$ cat src/rtl/instruction_issuer.sv
// instruction_issuer: FIFO-buffered producer for the 13-bit instruction port;
// holds each word for its opcode's execution time and drives IDLE_WORD otherwise.
module instruction_issuer #(
   parameter int          DEPTH     = 8,
   parameter int          STORE_CYC = 1,
   parameter int          LOAD_CYC  = 1,
   parameter int          ALU_CYC   = 2,
   parameter logic [12:0] IDLE_WORD = 13'h0800
) (
   input  logic                     clock,
   input  logic                     reset,
   input  logic [12:0]              in_instr,
   input  logic                     in_valid,
   output logic                     in_ready,
   input  logic                     flush,
   output logic [12:0]              instruction_Register,
   output logic                     issue_valid,
   output logic                     issue_start,
   output logic [$clog2(DEPTH):0]   fifo_count,
   output logic                     busy
);
   localparam int AW   = $clog2(DEPTH);
   localparam int CW   = AW + 1;
   localparam int SC   = (STORE_CYC < 1) ? 1 : STORE_CYC;
   localparam int LC   = (LOAD_CYC < 1) ? 1 : LOAD_CYC;
   localparam int AC   = (ALU_CYC < 1) ? 1 : ALU_CYC;
   localparam int MAXC = (SC > LC) ? ((SC > AC) ? SC : AC) : ((LC > AC) ? LC : AC);
   localparam int HW   = $clog2(MAXC) + 1;

   typedef enum logic {IDLE, ISSUE} state_t;

   state_t          state_q;
   logic [12:0]     mem_q [DEPTH];
   logic [AW-1:0]   wr_q, rd_q;
   logic [CW-1:0]   cnt_q;
   logic [HW-1:0]   hold_q, hold_d;
   logic [12:0]     ir_q;
   logic            iv_q, is_q;
   logic            push, pop;
   logic [12:0]     head;

   assign in_ready = cnt_q < CW'(DEPTH);
   assign push     = in_valid & in_ready & ~flush;
   // hold_q == 0 marks the last cycle of the active word, so the next pop lands back-to-back
   assign pop      = (cnt_q != '0) & ((state_q == IDLE) | (hold_q == '0));
   assign head     = mem_q[rd_q];

   always_comb begin
      hold_d = head[12] ? HW'(AC - 1) : head[11] ? HW'(LC - 1) : HW'(SC - 1);
   end

   always_ff @(posedge clock) begin
      if (push) mem_q[wr_q] <= in_instr;
   end

   always_ff @(posedge clock or negedge reset) begin
      if (!reset) begin
         state_q <= IDLE;
         wr_q    <= '0;
         rd_q    <= '0;
         cnt_q   <= '0;
         hold_q  <= '0;
         ir_q    <= IDLE_WORD;
         iv_q    <= 1'b0;
         is_q    <= 1'b0;
      end else begin
         if (push) wr_q <= wr_q + 1'b1;
         // a flush drops everything behind the head, so the read pointer catches up to write
         if (flush) rd_q <= wr_q;
         else if (pop) rd_q <= rd_q + 1'b1;
         cnt_q <= flush ? '0 : cnt_q + CW'(push) - CW'(pop);
         if (pop) begin
            state_q <= ISSUE;
            ir_q    <= head;
            iv_q    <= 1'b1;
            is_q    <= 1'b1;
            hold_q  <= hold_d;
         end else begin
            is_q <= 1'b0;
            if (state_q == ISSUE) begin
               if (hold_q != '0) hold_q <= hold_q - 1'b1;
               else begin
                  state_q <= IDLE;
                  ir_q    <= IDLE_WORD;
                  iv_q    <= 1'b0;
               end
            end
         end
      end
   end

   assign instruction_Register = ir_q;
   assign issue_valid          = iv_q;
   assign issue_start          = is_q;
   assign fifo_count           = cnt_q;
   assign busy                 = iv_q | (cnt_q != '0);
endmodule

$ cat config.mk
export PLATFORM = sky130hd
export DESIGN_NAME = instruction_issuer
export DESIGN_NICKNAME = d
export VERILOG_FILES = /design/src/rtl/instruction_issuer.sv
export SDC_FILE = /design/constraint.sdc
export NUM_CORES = 1
export LEC_CHECK = 0
export CORE_UTILIZATION = 60
export CTS_BUF_LIST = sky130_fd_sc_hd__clkbuf_16
export CTS_CLUSTER_DIAMETER = 80
export DETAILED_ROUTE_END_ITERATION = 7
export GPL_TIMING_DRIVEN = 0
export MAX_ROUTING_LAYER = met4
export PLACE_DENSITY = 0.85
export SETUP_SLACK_MARGIN = 0.02
export SYNTH_ARGS = -nofsm -noshare
export SYNTH_HDL_FRONTEND = slang
export SYNTH_SLANG_ARGS = --single-unit
$ cat constraint.sdc
create_clock -name clock -period 5.3 [get_ports clock]
set_clock_uncertainty 0.1 [all_clocks]
set_input_delay 0.53 -clock clock [delete_from_list [all_inputs] [get_ports clock]]
set_output_delay 0.53 -clock clock [all_outputs]
set_load 0.005 [all_outputs]
**Yosys cells after proc, flatten, opt, wreduce, memory -nomap -nowiden**

Memories as Yosys holds them, arrays and structs flattened.
Cells that the tools add are included.

- Shifts and indexed selects: 0
- Add/subtract/negate cells: 5
- Eq/ne operators: 1
- Multiply operators: 0
- Order comparisons: 1
- Divide/modulo/power cells: 0
- Reduce and logical (&&, ||, !) cells: 8
- Multiplexer cells: 19
- Bitwise logic cells: 7

Operators with widths:

| cell | count |
|---|---|
| two-way mux 13 bit | 3 |
| two-way mux 1 bit | 10 |
| nonzero test 2 bit | 4 |
| adder 3 x 1 -> 3 bit, second input constant | 2 |
| two-way mux 2 bit | 3 |
| two-way mux 3 bit | 2 |
| adder 4 x 1 -> 4 bit | 1 |
| < comparator 4 bit, second input constant | 1 |
| two-way mux 4 bit | 1 |
| AND reduction 2 bit | 2 |
| nonzero test 4 bit | 1 |
| subtractor 4 x 1 -> 4 bit | 1 |
| bitwise AND 1 bit | 3 |
| logical NOT 2 bit | 1 |
| != test 2 bit, second input constant | 1 |
| inverter 1 bit | 2 |
| OR 1 bit | 2 |
| subtractor 2 x 1 -> 2 bit, second input constant | 1 |

- Memories kept: 1
- Flip-flop bits (word level): 28
- Memory bits (writable): 104
- Memory bits (read-only): 0
- Latch bits: 0
- Output and inout port bits: 21

Memories:

| name | depth | bits a word | rd ports | clocked after Yosys merged registers in | wr ports | line | source |
|---|---|---|---|---|---|---|---|
| mem_q | 8 | 13 | 1 | 0 | 1 | 33 | `logic [12:0] mem_q [DEPTH];` |

**Depth between registers and ports, before layout**

- Word-level depth: 6
- Gate-level depth with buffers: 13
- Gate-level depth less buffers: 12

**Least setup slack after synthesis**

OpenSTA, ideal clock, no wires.

- Path kind: flip-flop to flip-flop
- From: reg cnt_q[3] (netlist: fifo_count[3])
- To: reg cnt_q[2] (netlist: fifo_count[2])
- Required time: 5.070 ns
- Stages on the path, launching flop included: 12
- Setup time: 0.130 ns
- Arrival: 2.359 ns
- Path slack: 2.711 ns
- Path buffers: 0
- Cell sequence: dfrtp_1 inv_1 ha_1 or3b_2 nand2_2 inv_1 ha_1 inv_1 ha_1 fa_1 xnor2_1 nor2_1

- Cells in the longest elaborated chain, start to end: 6
- Elaborated cells between the ends (all ways): 8

RTL lines:

| item | line | source |
|---|---|---|
| start: declaration | 35 | `logic [CW-1:0] cnt_q;` |
| start signal: assignment | 71 | `cnt_q <= flush ? '0 : cnt_q + CW'(push) - CW'(pop);` |
| < comparator 4 bit | 42 | `assign in_ready = cnt_q < CW'(DEPTH);` |
| named net in_ready | 14 | `output logic in_ready,` |
| bitwise AND 1 bit (2 in series) | 43 | `assign push = in_valid & in_ready & ~flush;` |
| adder 4 x 1 -> 4 bit | 71 |  |
| subtractor 4 x 1 -> 4 bit | 71 |  |
| two-way mux 4 bit | 71 |  |

The timed path passes the listed nets, and every way through them passes these cells.
A chain may end at the register's enable or synchronous reset.

**Worst setup path in the final report**

- From: reg cnt_q[3] (netlist: fifo_count[3])
- To: out busy

- Cells in the longest elaborated chain, start to end: 2

RTL lines:

| item | line | source |
|---|---|---|
| nonzero test 4 bit | 96 | `assign busy = iv_q \| (cnt_q != '0);` |
| OR 1 bit | 96 |  |
| end: declaration | 20 | `output logic busy` |

Every way passes these cells.

==> results.json <==
{
  "yosysWarnings": 0,
  "drive_gt1_share_pct": 22.7,
  "yosysUniqueCellTypes": 38,
  "grt_overflow": 0,
  "final_hold_viol_count": 0,
  "htree_levels": 4,
  "synthToLayoutAreaGrowth_pct": 23.4,
  "postRouteAntennaNets": 0,
  "required_ps": 4670,
  "outcome": "completed",
  "grt_pass1_vias": 3002,
  "power_switching_mw": 1.13,
  "antenna_found_initial": 0,
  "synth_area_leaders": "edfxtp_1, dfrtp_1, mux2_2, mux4_1, ha_1",
  "grt_pass1_wl_um": 16300,
  "crit_type": "register to primary output",
  "p_sw_share_pct": 28.9,
  "drtPass1Iterations": 7,
  "antenna_cells_inserted": 0,
  "r2r_end": "fifo_count[2]",
  "clk_latency_ps": 410,
  "worstSetupStartpointType": "register",
  "io_pins": 38,
  "fin_nets": 396,
  "synth_most_common_cell": "edfxtp_1",
  "internal_power_mw": 2.78,
  "yosys_most_used_dff": "edfxtp_1",
  "arrival_ps": 2250,
  "syn-num-nets": 336,
  "post-route-min-period_ps": 2880,
  "drcViolationCount": 0,
  "final_util_pct": 75.9,
  "initial_core_util_pct": 61.5,
  "vias_per_cell": 5.97,
  "cp-end-kind": "primary output",
  "place.port_buffers": 37,
  "synth-seq-cells": 132,
  "crit_chain": "inv_1 > ha_1 > nor3b_1 > nand2b_1 > clkdlybuf4s50_1",
  "synth_top_area_share_pct": 58.5,
  "dp_hpwl_um": 6610,
  "seq_area_frac_synth_pct": 71.7,
  "core_um2": 8680,
  "vias": 2933,
  "holdCritPathClass": "input port to async pin",
  "syn-cell-area_um2": 5340,
  "cts_root_buf": "clkbuf_16",
  "final-setup-viol-count": 0,
  "dr.first_iter.drc_count": 234,
  "crit_buf_inv": 2,
  "clock_tree.buffer_depth": 2,
  "wl_per_cell_um": 22.3,
  "max-cap-violations": 0,
  "crit_path_max_fanout": 5,
  "rrSetupSlack_ps": 2560,
  "maxSlewHeadroom_pct": 15.2,
  "rsz0062_at_grt": "false",
  "grt_max_degree": 29,
  "dpl_cell_area_um2": 5900,
  "die_area_um2": 9280,
  "slew_viol_final": 0,
  "vdd_drop_max_v": 0.000353,
  "synth_area_leader_cell": "edfxtp_1",
  "r2r_start": "fifo_count[3]",
  "path_clk_slew_ps": 60,
  "synth-edff-count": 104,
  "rows": 34,
  "crit_family": "simple AND/OR/NAND/NOR gates",
  "syn_inst": 310,
  "cts_tree": "built",
  "die_x_um": 96.3,
  "routed_wl_um": 11000,
  "setup_tns_ps": 0,
  "worst_slew_pin_slew_ps": 1270,
  "timing.final.crit_share_pct": 54.3,
  "pwr-share-comb_pct": 29.7,
  "multiInputGateArea_um2": 1400,
  "syn_area_per_cell_um2": 17.2,
  "cp_slowest_cell": "nor3b_1",
  "worstRegToRegCells": 11,
  "die_y_um": 96.3,
  "clockPowerShare_pct": 34.5,
  "cts.sinks": 132,
  "ff_latch_area_um2": 3820,
  "cts_resized": 0,
  "critPathMaxStageDelay_ps": 540,
  "nFillCells": 489,
  "place.gp.congestion": 0.753,
  "gr-usage-all-layers_pct": 26.9,
  "ys_top_cells_by_count": "edfxtp_1, dfrtp_1, mux2_2, nand2_1, o22ai_1",
  "async_flop_share_pct": 21.2,
  "cts_buffers": 17,
  "power.leakage_nw": 2.39,
  "fin_area_um2": 6590,
  "hold_buffers": 0,
  "max_freq_ghz": 0.347,
  "p_seq_share_pct": 35.8,
  "post_cts_buffers": 0,
  "powerDensity_nw_per_um2": 594
}
## cell type report
cell class / instances / share of cell area, %
Sequential cell: 132 / 58.1
Multi-Input combinational cell: 155 / 21.3
Clock buffer: 17 / 6.46
Timing Repair Buffer: 41 / 6.23
Clock inverter: 15 / 3.95
Tap cell: 108 / 2.05
Buffer: 13 / 1.37
Inverter: 10 / 0.570
## kinds of logic after synthesis
group	share of synthesized area, %
AOI/OAI and AO/OA	4.41
DFF	71.7
buffers and inverters	2.39
muxes	12.0
adders and majority gates	2.25
xor gates and xnor gates	0.985
and+or+nand+nor	6.28
## power groups by stage
stage | clock [mW] | sequential (mW) | combinational (mW)
floorplan | 0 | 1.38 | 0.752
CTS | 1.36 | 1.40 | 1.16
finish | 1.35 | 1.40 | 1.16
global placement | 0 | 1.40 | 1.09
detailed placement | 0 | 1.41 | 1.14
global route | 1.41 | 1.41 | 1.26
## sequential cells by signal (all words and copies together) (netlist names)
| signal | cells |
|---|---|
| mem_q | 104 |
| instruction_Register | 13 |
| fifo_count | 4 |
| rd_q | 3 |
| wr_q | 3 |
| hold_q | 2 |
| issue_start | 1 |
| issue_valid | 1 |
| state_q | 1 |
## metal layers
metal,GRT usage [%],wire [µm],up-vias
li1,-,-,1308
met1,32.0,4530,1498
met2,43.7,5620,106
met3,7.50,600,21
met4,11.2,203,0
met5,-,0,-
## per-stage QoR
step | worst slack, ps | std cells | hold slack, ps | power (mW)
final | 2420 | 491 | 51.1 | 3.91
after global placement | 1560 | 455 | 351 | 2.50
after global routing | 2250 | 491 | 91.8 | 4.08
after floorplan | 2710 | 310 | 134 | 2.14
after detailed placement | 1980 | 459 | 353 | 2.56
after CTS | 2380 | 491 | 362 | 3.92
## placed cells by master, fill, tap and decap left out, types with 2 or more instances in the layout
cell type        Yosys  final
a21oi_1              2      2
inv_1               10     11
nand3_1              3      3
buf_6                4      8
nand2b_1             7      7
clkinv_1             0      2
o31ai_1             11     11
o21ai_0              5      5
nor2_2               0      3
nor3_2               1      3
buf_2                6      7
mux2_2              25     25
xnor2_1              4      4
dfrtp_1             27     27
mux2i_1              3      3
clkdlybuf4s50_1      0     36
nand2_1             22     22
ha_1                 8      8
o22ai_1             13     13
clkinv_4             0      2
bufinv_16            0      7
mux4_1              10     10
clkbuf_16            0     17
nor2_1              10      7
mux4_2               3      3
xor2_1               2      2
clkbuf_1             2      2
nor2b_1             12     12
edfxtp_1           104    104
## worst max path at each step
stage / start / endpoint / cells after the start
2_1_floorplan: fifo_count[3] / fifo_count[2] / 11
3_3_place_gp: flush / mem_q[0][8] / 4
3_5_place_dp: flush / mem_q[7][7] / 4
4_1_cts: fifo_count[3] / busy / 5
5_1_grt: fifo_count[3] / busy / 5
6_report: fifo_count[3] / busy / 5
Note: power is estimated with default switching activity, not from simulation.
